[config.mk]
export PLATFORM = sky130hd
export DESIGN_NAME = cla_pipe_adder
export DESIGN_NICKNAME = d
export VERILOG_FILES = /design/src/rtl/cla_pkg.sv /design/src/rtl/cla_group_lookahead.sv /design/src/rtl/cla_pipe_adder.sv
export SDC_FILE = /design/constraint.sdc
export NUM_CORES = 1
export LEC_CHECK = 0
export ABC_CLOCK_PERIOD_IN_PS = 5600
export BUFFER_PORTS_ARGS = -buffer_cell sky130_fd_sc_hd__buf_2
export CAP_MARGIN = 30
export CORE_MARGIN = 2
export CORE_UTILIZATION = 30
export CTS_BUF_LIST = sky130_fd_sc_hd__clkbuf_8
export CTS_CLUSTER_DIAMETER = 40
export CTS_CLUSTER_SIZE = 10
export DETAILED_ROUTE_END_ITERATION = 16
export SLEW_MARGIN = 20
export SYNTH_ARGS = -nofsm -noshare
export SYNTH_HDL_FRONTEND = slang
export SYNTH_SLANG_ARGS = --single-unit
[constraint.sdc]
create_clock -name clk -period 5.6 [get_ports clk]
set_input_delay 1.4 -clock clk [delete_from_list [all_inputs] [get_ports clk]]
set_output_delay 1.4 -clock clk [all_outputs]
set_load 0.1 [all_outputs]
[src/rtl/cla_pkg.sv]
// Shared helpers and types for the pipelined carry-lookahead adder.
// Provides group count, legal-GROUP check and the per-stage flag bundle.
package cla_pkg;

    function automatic int unsigned cla_groups(input int unsigned width, input int unsigned group);
        return width / group;
    endfunction

    // Only these group sizes have a balanced lookahead tree in the datapath.
    function automatic bit cla_group_ok(input int unsigned group);
        return (group == 32'd2) || (group == 32'd4) || (group == 32'd8);
    endfunction

    typedef struct packed {
        logic s3;
        logic s2;
        logic s1;
    } stage_bits_t;

endpackage

[src/rtl/cla_group_lookahead.sv]
// Group propagate/generate for one GROUP-bit slice of the lookahead adder.
module cla_group_lookahead
    import cla_pkg::*;
#(
    parameter int unsigned GROUP = 4
) (
    input  logic [GROUP-1:0] p_i,
    input  logic [GROUP-1:0] g_i,
    output logic             grp_p_o,
    output logic             grp_g_o
);

    // Gk = g[n-1] | p[n-1]g[n-2] | ... | p[n-1..1]g[0], folded LSB-first.
    always_comb begin
        grp_p_o = &p_i;
        grp_g_o = 1'b0;
        for (int i = 0; i < int'(GROUP); i++) begin
            grp_g_o = g_i[i] | (p_i[i] & grp_g_o);
        end
    end

endmodule

[src/rtl/cla_pipe_adder.sv]
// Three-stage pipelined carry-lookahead adder/subtractor with valid/ready flow control.
// S1: operand p/g, S2: group carries, S3: in-group carries, sum, cout, overflow.
module cla_pipe_adder
    import cla_pkg::*;
#(
    parameter int unsigned WIDTH = 16,
    parameter int unsigned GROUP = 4
) (
    input  logic             clk,
    input  logic             rst,
    input  logic             in_valid,
    output logic             in_ready,
    input  logic [WIDTH-1:0] in_a,
    input  logic [WIDTH-1:0] in_b,
    input  logic             in_cin,
    input  logic             in_sub,
    output logic             out_valid,
    input  logic             out_ready,
    output logic [WIDTH-1:0] out_sum,
    output logic             out_cout,
    output logic             out_ovf
);

    localparam int unsigned NG = cla_groups(WIDTH, GROUP);

    if (!cla_group_ok(GROUP) || (WIDTH % GROUP) != 0 || WIDTH < GROUP) begin : g_bad_params
        $error("cla_pipe_adder: illegal WIDTH/GROUP combination");
    end

    stage_bits_t v_q;
    logic        en1_c, en2_c, en3_c;

    logic [WIDTH-1:0] p1_d, g1_d, p1_q, g1_q;
    logic             c01_d, c01_q;

    logic [WIDTH-1:0] p2_q, g2_q;
    logic [NG:0]      cg2_d, cg2_q;
    logic [NG-1:0]    grp_p_c, grp_g_c;

    logic [WIDTH-1:0] bit_c;
    logic [WIDTH-1:0] sum_d, sum_q;
    logic             cout_d, cout_q, ovf_d, ovf_q;

    // A stage may advance when it is empty or the stage after it advances.
    assign en3_c    = !v_q.s3 | out_ready;
    assign en2_c    = !v_q.s2 | en3_c;
    assign en1_c    = !v_q.s1 | en2_c;
    assign in_ready = en1_c;

    // Subtract is A + ~B + 1; carry-in only matters in add mode.
    always_comb begin
        p1_d  = in_a ^ (in_sub ? ~in_b : in_b);
        g1_d  = in_a & (in_sub ? ~in_b : in_b);
        c01_d = in_sub | in_cin;
    end

    for (genvar k = 0; k < int'(NG); k++) begin : g_grp
        cla_group_lookahead #(
            .GROUP (GROUP)
        ) u_gla (
            .p_i     (p1_q[k*GROUP +: GROUP]),
            .g_i     (g1_q[k*GROUP +: GROUP]),
            .grp_p_o (grp_p_c[k]),
            .grp_g_o (grp_g_c[k])
        );
    end

    // Group carries ripple across groups from the stage-1 carry-in.
    always_comb begin
        logic run;
        cg2_d    = '0;
        run      = c01_q;
        cg2_d[0] = c01_q;
        for (int k = 0; k < int'(NG); k++) begin
            run        = grp_g_c[k] | (grp_p_c[k] & run);
            cg2_d[k+1] = run;
        end
    end

    // Per-bit carries inside each group, seeded from that group's carry.
    always_comb begin
        logic run;
        bit_c = '0;
        run   = 1'b0;
        for (int k = 0; k < int'(NG); k++) begin
            run = cg2_q[k];
            for (int j = 0; j < int'(GROUP); j++) begin
                bit_c[k*GROUP + j] = run;
                run = g2_q[k*GROUP + j] | (p2_q[k*GROUP + j] & run);
            end
        end
        sum_d  = p2_q ^ bit_c;
        cout_d = cg2_q[NG];
        ovf_d  = bit_c[WIDTH-1] ^ cg2_q[NG];
    end

    always_ff @(posedge clk) begin
        if (rst) begin
            v_q    <= '0;
            p1_q   <= '0;
            g1_q   <= '0;
            c01_q  <= 1'b0;
            p2_q   <= '0;
            g2_q   <= '0;
            cg2_q  <= '0;
            sum_q  <= '0;
            cout_q <= 1'b0;
            ovf_q  <= 1'b0;
        end else begin
            if (en1_c) begin
                v_q.s1 <= in_valid;
                p1_q   <= p1_d;
                g1_q   <= g1_d;
                c01_q  <= c01_d;
            end
            if (en2_c) begin
                v_q.s2 <= v_q.s1;
                p2_q   <= p1_q;
                g2_q   <= g1_q;
                cg2_q  <= cg2_d;
            end
            if (en3_c) begin
                v_q.s3 <= v_q.s2;
                sum_q  <= sum_d;
                cout_q <= cout_d;
                ovf_q  <= ovf_d;
            end
        end
    end

    assign out_valid = v_q.s3;
    assign out_sum   = sum_q;
    assign out_cout  = cout_q;
    assign out_ovf   = ovf_q;

endmodule
==> metrics.md, run 1 <==
| Metric | Value |
|---|---|
| Outcome | completed |
| Avg Vias per Cell | 4.38 |
| Data required time of the worst path | between 4 and 5 ns |
| Syn Inst Count | approximately 460 |
| CTS max path bufs | 2 |
| Worst skew pair latency | between 0.3 and 0.4 ns |
| Post-synth top flop | dfxtp_1 |
| DRT Pass-1 Iters | 4 |
| Die Footprint | 13500 um2 |
| Via Count | about 3k |
| Cell variety after synth | 32 |
| Largest net degree at the start of global routing | 40 |
| Worst path top cell family by delay | simple AND/OR/NAND/NOR gates |
| Max stage delay on crit path | 0.41 ns |
| Clk sink count | 87 |
| Initial antenna violation count | 0 |
| CTS root buffer | clkbuf_8 |
| Initial detailed-routing violation count | between 150 and 200 |
| Maxcap violations | 0 |
| Worst Setup End Kind | output port |
| Hold_buf cts | 0 |
| RSZ-0062 raised after global routing | false |
| Ys Warns | 0 |
| Peak VDD IR | about 0.00009 V |
| Overall routed net length | about 8 mm |
| Num rows | 40 |
| Pwr Density | between 300 and 400 nW/um2 |
| Reg clk slew, reported paths | about 0.080 ns |
| FMAX | around 250 MHz |
| Port bufs | 57 |
| # DRC | 0 |
| Worst hold-check path type | flop to flop |
| Max-slew headroom | 0.653 |
| Worst-Margin Slew | 0.520 ns |
| Post-DP HPWL | 5.82 mm |
| TritonCTS buffer count | 9 |
| Share of the synthesized area in the top cell type | 0.461 |
| WP buf/inv | 3 |
| Final worst-path cycle share | 0.719 |
| Share of cells above drive strength 1 | 0.174 |
| CTS tree | built |
| Sequential share of power | 0.508 |
| Clk pwr share | 0.346 |
| Setup tns final | 0 ns |
| Core Box Area | roughly 12000 um2 |
| Psw | about 0.37 mW |
| Area grow syn2layout | 16.1% |
| Seq/Total Area, Yosys | 0.461 |
| Net Sw Frac | 0.276 |
| Synthesis-stage register bit count | 87 |
| Syn_area_per_cell | ~8.2 um2 |
| Gates resized, CTS repair | 0 |
| Post-DRT Antenna Nets | 0 |
| First-pass GRT wire length | between 10 and 15 mm |
| Pins over their slew limit | 0 |
| Commonest cells after routing, fill and taps aside | nand2_1, dfxtp_1, a21oi_1, buf_2, ha_1 |
| Commonest non-fill, non-tap cell in the layout | nand2_1 |
| Top post-synthesis cells by area | dfxtp_1, nand2_1, a21oi_1, ha_1, xor2_1 |
| Initial Utilization | 0.311 |
| Final hold viol count | 0 |
| Routed len/inst | roughly 12 um |
| Die Ht | ~120 um |
| Minimum clock period | a little over 4 ns |
| Leak | 1.92 nW |
| Nets | roughly 570 |
| # setup viols final | 0 |
| Number of diodes | 0 |
| Crit Path Category | input pin to output port |
| Worst-path maximum fanout | 22 |
| Die W | 116 um |
| Crit-path most repeated cell | buf_2 |
| Power Total | roughly 1.4 mW |
| Syn nets | 529 |
| Yosys top cell by area | dfxtp_1 |
| GRT Util Overall | 0.125 |
| Htree depth | 3 |
| Worst Clk Skew | approximately 0.007 ns |
| Number of global-route vias before repair | between 2k and 3k |
| Worst Setup Start Kind | input pin |
| # IOs | 58 |
| GRT Residual Overflow | 0 |
| Total internal power | just under 1 mW |
| Setup bufs post-CTS | 0 |
| Combinational share of power | 0.146 |
| Worst EP arrival | about 2.6 ns |
| Final RePlAce weighted congestion | between 0.7 and 0.8 |
| Mapped Area | 3780 um2 |
| CP max stage cell | nor2b_4 |
| Post-synth EDFFs | 0 |
| Crit path cell chain | buf_2 > nor2b_4 > and3_1 > clkinv_2 > buf_2 |
| Synth async-reset ratio | 0 |
==> power by group through the flow <==
| stage | Combinational, mW | Clock, mW | Sequential, mW |
|---|---|---|---|
| floorplan | 0.0884 | 0 | 0.757 |
| global placement | 0.193 | 0 | 0.703 |
| detailed placement | 0.196 | 0 | 0.704 |
| CTS | 0.199 | 0.483 | 0.689 |
| global route | 0.219 | 0.508 | 0.695 |
| finish | 0.198 | 0.469 | 0.689 |
==> per-stage QoR <==
stage / area [um2] / std cells / worst slack [ns] / hold WS, ns / utilization
floorplan: 3780 / 463 / 2.10 / 0.427 / -
global placement: 4140 / 662 / 1.58 / 0.433 / 0.340
detailed placement: 4160 / 663 / 1.55 / 0.442 / 0.342
CTS: 4370 / 678 / 1.54 / 0.453 / 0.359
global route: 4390 / 679 / 1.47 / 0.469 / 0.361
finish: 4390 / 679 / 1.57 / 0.452 / 0.361
==> registers in the layout, indices dropped and copies added (netlist names) <==
name and cells:
v_q 2, p2_q 16, g2_q 12, out_sum 16, c01_q 1, out_valid 1, p1_q 16, g1_q 16
cg2_q 5, out_cout 1, out_ovf 1
==> worst paths after layout <==
path | from | end | slack (ns) | cells after the start
max | out_ready | in_ready | 1.57 | 5
min | out_sum[6]$_SDFFE_PP0P_ | out_sum[6]$_SDFFE_PP0P_ | 0.45 | 2
max reg2reg | p2_q[12]$_SDFFE_PP0P_ | out_ovf$_SDFFE_PP0P_ | 3.62 | 9
min reg2reg | out_sum[6]$_SDFFE_PP0P_ | out_sum[6]$_SDFFE_PP0P_ | 0.45 | 2
==> final cells by class <==
cell class	instances	area, um2
Tap cell	168	210
Multi-Input combinational cell	344	1860
Timing Repair Buffer	63	350
Clock inverter	5	75.1
Inverter	2	8.76
Clock buffer	10	138
Sequential cell	87	1740
Fill cell	1275	7770
==> cells in the mapped netlist (2+ instances only) <==
library cell,number
ha_1,28
or2_2,8
buf_2,14
nor2_1,12
dfxtp_1,87
nand2_1,160
nand3_1,4
clkbuf_1,11
nor3_1,4
xnor2_1,2
buf_6,4
and2_1,3
a21o_1,2
and3_1,3
or3_1,4
a21oi_1,83
xor2_1,16
a21oi_2,2
o21ai_0,3
==> cell families after synthesis <==
logic type,synth area share
compound gates,0.140
simple gates,0.219
flops,0.461
fa+ha+maj,0.0927
buf+inv,0.0457
xor+xnor,0.0417
==> worst register-to-register path: stages, from the launching register on <==
cell	delay [ns]
dfxtp_1	0.32
ha_1	0.18
or2_2	0.27
ha_1	0.17
or2_2	0.27
ha_1	0.18
nor2_1	0.17
xnor2_1	0.14
nand2_1	0.07
a21oi_1	0.15
==> layer usage <==
metal  vias up  part of all wire  GRT usage
met5         -                 0          0
met4         0             0.017     0.0532
met3        10             0.048     0.0249
met2        80              0.38      0.165
met1      1280              0.55      0.193
li1       1605                 -          -
No activity file was read; power rests on OpenSTA's default activity.
==> run 2: changes to the inputs <==
- ABC_CLOCK_PERIOD_IN_PS: 5600 -> 3300
- clock period: 5.6 -> 3.3 ns (I/O delays scaled with it)
==> run 2 against run 1 <==
Sequential share of layout area increased by 0.32 points; clock skew down 0.00055 ns; clock-buffer cell count unchanged; critical endpoint unchanged; highest routed layer unchanged; largest cell class unchanged.
==> metrics.md, run 2 (synthesis gave the netlist of run 1 again) <==
| Metric | Value |
|---|---|
| Share of cells above drive strength 1 | 0.177 (+0.00322) |
| Routed len/inst | 11.8 um (-0.16%) |
| Setup bufs post-CTS | 0 (unchanged) |
| Initial Utilization | 0.311 (unchanged) |
| Worst hold start | out_sum[6]$_SDFFE_PP0P_ |
| Hold path depth | 2 (unchanged) |
| Peak VDD IR | 0.000229 V (+150%) |
| Hold_buf cts | 0 (unchanged) |
| Max-slew headroom | 0.492 (-0.161) |
| DRT Pass-1 Iters | 4 (unchanged) |
| Die Ht | 116 um (unchanged) |
| Clk sink count | 87 (unchanged) |
| Largest net degree at the start of global routing | 41 (+2.5%) |
| Maxcap violations | 0 (unchanged) |
| Crit Path Category | input pin to output port |
| Minimum clock period | between 2 and 3 ns |
| Worst-path maximum fanout | 2 (-91%) |
| Commonest non-fill, non-tap cell in the layout | nand2_1 |
| Final RePlAce weighted congestion | 0.819 (+3.0%) |
| Worst hold-check path type | flop to flop |
| RR Endpoint | out_sum[15]$_SDFFE_PP0P_ |
| CTS max path bufs | 2 (unchanged) |
| Pwr Density | 511 nW/um2 (+65%) |
| Initial antenna violation count | 0 (unchanged) |
| Die Footprint | 13500 um2 (unchanged) |
| Port bufs | 57 (unchanged) |
| GRT Residual Overflow | 0 (unchanged) |
| Setup tns final | 0 ns (unchanged) |
| CTS root buffer | clkbuf_8 |
| Outcome | completed |
| Reg clk slew, reported paths | 0.08 ns (about the same) |
| Multi-input logic area | 1860 um2 (unchanged) |
| Number of diodes | 0 (unchanged) |
| Core Box Area | 12200 um2 (unchanged) |
| Leak | 1.92 nW (-0.27%) |
| DP Worst Slack | 0.754 ns (-0.795 ns) |
| Die W | 116 um (unchanged) |
| FMAX | ~390 MHz |
| Commonest cells after routing, fill and taps aside | nand2_1, dfxtp_1, a21oi_1, buf_2, ha_1 |
| Worst Setup End Kind | output port |
| Initial detailed-routing violation count | 162 (-13%) |
| GRT Util Overall | 0.127 (+0.00223) |
| Final hold viol count | 0 (unchanged) |
| Worst Clk Skew | 0.00634 ns (-0.000548 ns) |
| # setup viols final | 0 (unchanged) |
| Via Count | 3018 (+1.4%) |
| Avg Vias per Cell | 4.43 (+1.1%) |
| Nets | 574 (+0.17%) |
| Htree depth | 3 (unchanged) |
| RSZ-0062 raised after global routing | false |
| Worst Setup Start Kind | input pin |
| Register cell area after layout | 1740 um2 (unchanged) |
| Post-DRT Antenna Nets | 0 (unchanged) |
| Post-DP HPWL | 5.91 mm (+1.5%) |
| Worst EP arrival | 1.72 ns (-0.91 ns) |
| Worst skew pair latency | 0.34 ns (about the same) |
| Number of global-route vias before repair | 2861 (+5.0%) |
| Final WS setup | 0.751 ns (-0.824 ns) |
| R2R Setup Slk | 1.27 ns (-2.35 ns) |
| Pins over their slew limit | 0 (unchanged) |
| Final worst-path cycle share | 0.773 |
| First-pass GRT wire length | 13.7 mm (+2.6%) |
| Util after Layout | 0.358 (-0.00288) |
| # DRC | 0 (unchanged) |
| CTS tree | built |
| Hold Path End | out_sum[6]$_SDFFE_PP0P_ |
| Area grow syn2layout | 15.2% |
| Num rows | 40 (unchanged) |
| FILL cells | 1284 (+0.71%) |
| RR Startpoint | p2_q[12]$_SDFFE_PP0P_ |
| Gates resized, CTS repair | 0 (unchanged) |
| Worst r2r path cells | 9 (unchanged) |
| # IOs | 58 (unchanged) |
| Overall routed net length | 8.01 mm (+0.14%) |
| Data required time of the worst path | 2.47 ns (-1.73 ns) |
| Worst-Margin Slew | 0.762 ns (+0.242 ns) |
| TritonCTS buffer count | 9 (unchanged) |
## run 2: changes by cell type in the layout (fill, tap and decap cells not counted)
| cell | before | now |
|---|---|---|
| buf_12 | 1 | 0 |
| buf_4 | 4 | 7 |
| clkinv_2 | 1 | 4 |
| clkinvlp_4 | 1 | 0 |
| bufinv_16 | 2 | 1 |
| buf_8 | 1 | 0 |
## run 2: cell type report
type	count	share of cell area
timing repair buffer	64	0.0776
multi-input combinational	344	0.428
inverter	2	0.00201
clock buffer	10	0.0316
sequential	87	0.400
tap	168	0.0483
clock inverter	6	0.0121
## run 2: metrics by stage
step,hold WS [ns],power [mW],cell area [um2],cells
finish,0.451,2.22,4350,681
global route,0.469,2.35,4350,681
CTS,0.452,2.25,4350,681
detailed placement,0.442,1.53,4160,665
global placement,0.436,1.52,4160,665
floorplan,0.427,1.43,3780,463
## run 2: per-layer routing
metal	GRT usage	vias to the layer above	routed length, um
met1	0.197	1338	4520
li1	-	1613	-
met4	0.0429	0	54
met2	0.168	65	3090
met5	0	-	0
met3	0.0311	2	342
## run 2: worst max-delay path by stage
stage                                      start  endpoint  slack, ns  depth (start not counted)
after global routing                   out_ready  in_ready       0.71                          5
after detailed placement               out_ready  in_ready       0.75                          5
after floorplan           out_valid$_SDFFE_PP0P_  in_ready       0.63                          5
after global placement                 out_ready  in_ready       0.73                          5
final                                  out_ready  in_ready       0.75                          5
after CTS                              out_ready  in_ready       0.75                          5
## run 2: power breakdown
| group | internal (mW) | total, mW | switching (mW) |
|---|---|---|---|
| registers | 1.12 | 1.17 | 0.0490 |
| clock network | 0.362 | 0.721 | 0.359 |
| logic | 0.108 | 0.335 | 0.227 |
## run 2: worst max-delay path, stage by stage
cell      delay [ns]
buf_2           0.12
nor2b_4         0.10
and3_1          0.25
clkinv_2        0.12
buf_2           0.30
==> run 3: changes to the inputs <==
- ABC_CLOCK_PERIOD_IN_PS: 3300 -> 2400
- clock period: 3.3 -> 2.4 ns (I/O delays scaled with it)
==> run 3 against run 2 <==
Register-to-register slack lost 0.89 ns; largest cell class unchanged; sequential power grew 38%; non-clock buffer count up 2; utilization increased by 0.55 points; highest routed layer unchanged; wire length rose by 0.44%; worst hold slack about the same; cell area rose by 1.5%; combinational power increased by 39%; clock skew barely moved; setup slack lost 0.47 ns; clock power grew 53%.
==> metrics.md, run 3 (synthesis gave the netlist of run 1 again) <==
| Metric | Value |
|---|---|
| Number of global-route vias before repair | 2775 (-3.0%) |
| DRT Pass-1 Iters | 4 (unchanged) |
| Psw | 0.854 mW (+34%) |
| Register cell area after layout | 1740 um2 (about the same) |
| Overall routed net length | 8.05 mm (+0.44%) |
| TritonCTS buffer count | 9 (unchanged) |
| Max-slew headroom | 0.612 (+0.120) |
| Final worst-path cycle share | 0.883 |
| Core Box Area | 12200 um2 (unchanged) |
| Worst-path maximum fanout | 3 (+1) |
| Number of diodes | 0 (unchanged) |
| Htree depth | 3 (unchanged) |
| Final hold viol count | 0 (unchanged) |
| CTS root buffer | clkbuf_8 |
| Commonest non-fill, non-tap cell in the layout | nand2_1 |
| Post-Place Cell Area | 4190 um2 (+0.69%) |
| FILL cells | 1288 (+0.31%) |
| Hold Path End | out_sum[5]$_SDFFE_PP0P_ |
| Final instance area | 4420 um2 (+1.5%) |
| Nets | 576 (+0.35%) |
| Clk pwr share | 0.346 (+0.022) |
| GRT Util Overall | 0.124 (-0.00247) |
| Avg Vias per Cell | 4.38 (-1.2%) |
| Worst EP arrival | 1.52 ns (-0.20 ns) |
| Maxcap violations | 0 (unchanged) |
| Port bufs | 57 (unchanged) |
| Combinational share of power | 0.147 (-0.004) |
| Die Footprint | 13500 um2 (unchanged) |
| CTS max path bufs | 2 (unchanged) |
| Data required time of the worst path | 1.80 ns (-0.67 ns) |
| CTS tree | built |
| Worst hold start | out_sum[5]$_SDFFE_PP0P_ |
| Post-DP HPWL | 5.99 mm (+1.3%) |
| Commonest cells after routing, fill and taps aside | nand2_1, dfxtp_1, a21oi_1, buf_2, ha_1 |
| Pins over their slew limit | 0 (unchanged) |
| Non-filler instance count after layout | 683 (+0.29%) |
| Pwr Density | 717 nW/um2 (+40%) |
| Final RePlAce weighted congestion | 0.773 (-5.7%) |
| Hold_buf cts | 0 (unchanged) |
| Largest net degree at the start of global routing | 35 (-15%) |
| # setup viols final | 0 (unchanged) |
| # DRC | 0 (unchanged) |
| FMAX | around 470 MHz |
| Initial detailed-routing violation count | 131 (-19%) |
| Setup tns final | 0 ns (unchanged) |
| Via Count | 2991 (-0.89%) |
| Sequential share of power | 0.507 (-0.018) |
| Hold path depth | 2 (unchanged) |
| GRT Residual Overflow | 0 (unchanged) |
| Util after Layout | 0.363 (+0.00545) |
| Cells after DPL | 667 (+0.30%) |
| Worst skew pair latency | 0.33 ns (about the same) |
| Num rows | 40 (unchanged) |
| Die Ht | 116 um (unchanged) |
| Leak | 1.94 nW (+1.3%) |
| # IOs | 58 (unchanged) |
| Gates resized, CTS repair | 0 (unchanged) |
| Outcome | completed |
| Initial antenna violation count | 0 (unchanged) |
| Worst r2r path cells | 9 (unchanged) |
| RSZ-0062 raised after global routing | false |
| Worst-Margin Slew | 0.583 ns (-0.180 ns) |
| Total internal power | 2.31 mW (+46%) |
| Worst Setup Start Kind | flop |
| Initial Utilization | 0.311 (unchanged) |
| Die W | 116 um (unchanged) |
| First-pass GRT wire length | 13.4 mm (-2.1%) |
| Worst Setup End Kind | output port |
| Routed len/inst | 11.8 um (+0.14%) |
| Clk sink count | 87 (unchanged) |
| Net Sw Frac | 0.270 (-0.0160) |
| Peak VDD IR | 0.000365 V (+60%) |
| Minimum clock period | about 2.1 ns |
| Share of cells above drive strength 1 | 0.186 (+0.00902) |
| Worst hold-check path type | flop to flop |
| RR Startpoint | p2_q[12]$_SDFFE_PP0P_ |
| Reg clk slew, reported paths | 0.08 ns (about the same) |
| Post-DRT Antenna Nets | 0 (unchanged) |
| Multi-input logic area | 1860 um2 (unchanged) |
| Worst Clk Skew | 0.00624 ns (-0.000100 ns) |
| Area grow syn2layout | 17.0% |
| R2R Setup Slk | 0.38 ns (-0.89 ns) |
| Crit Path Category | flop to output port |
| Setup bufs post-CTS | 0 (unchanged) |
| RR Endpoint | out_ovf$_SDFFE_PP0P_ |
==> run 3: changes by cell type in the layout (fill, tap and decap cells not counted), sizes merged <==
cell | before | now
buf | 64 | 66
clkbuf | 10 | 14
clkinv | 4 | 2
inv | 3 | 1
==> run 3: final cells by class <==
type                            instances  share of cell area
Multi-Input combinational cell        344               0.422
Sequential cell                        87               0.395
Timing Repair Buffer                   66              0.0827
Tap cell                              168              0.0476
Clock buffer                           14              0.0436
Clock inverter                          2             0.00793
Inverter                                2             0.00198
==> run 3: worst max path at each step <==
stage / startpoint / to / slack (ns) / cells after the start
floorplan: out_valid$_SDFFE_PP0P_ / in_ready / 0.31 / 5
global placement: out_ready / in_ready / 0.29 / 5
detailed placement: out_ready / in_ready / 0.30 / 5
CTS: out_valid$_SDFFE_PP0P_ / in_ready / 0.25 / 4
global route: out_valid$_SDFFE_PP0P_ / in_ready / 0.21 / 4
finish: out_valid$_SDFFE_PP0P_ / in_ready / 0.28 / 4
==> run 3: layer usage <==
layer  GRT usage  wire length [um]
met5           0                 0
met4      0.0405                87
met3      0.0280               382
met2       0.165              2950
met1       0.195              4630
==> run 3: power by group through the flow <==
stage               registers, mW  logic [mW]  clock network [mW]
floorplan                    1.77       0.206                   0
global placement             1.64       0.460                   0
detailed placement           1.64       0.462                   0
CTS                          1.61       0.468                1.13
global route                 1.62       0.519                1.19
finish                       1.61       0.464                1.10
==> run 3: critical path: stages (launching register included) <==
cell      delay [ns]
dfxtp_2         0.33
nor2b_4         0.12
and3_1          0.24
clkinv_2        0.08
buf_2           0.42
==> run 3: per-stage QoR <==
stage               power, mW  setup WS [ns]  hold slack [ns]
floorplan                1.97          0.307            0.427
global placement         2.10          0.289            0.436
detailed placement       2.10          0.301            0.442
CTS                      3.21          0.246            0.451
global route             3.33          0.206            0.467
finish                   3.17          0.280            0.451
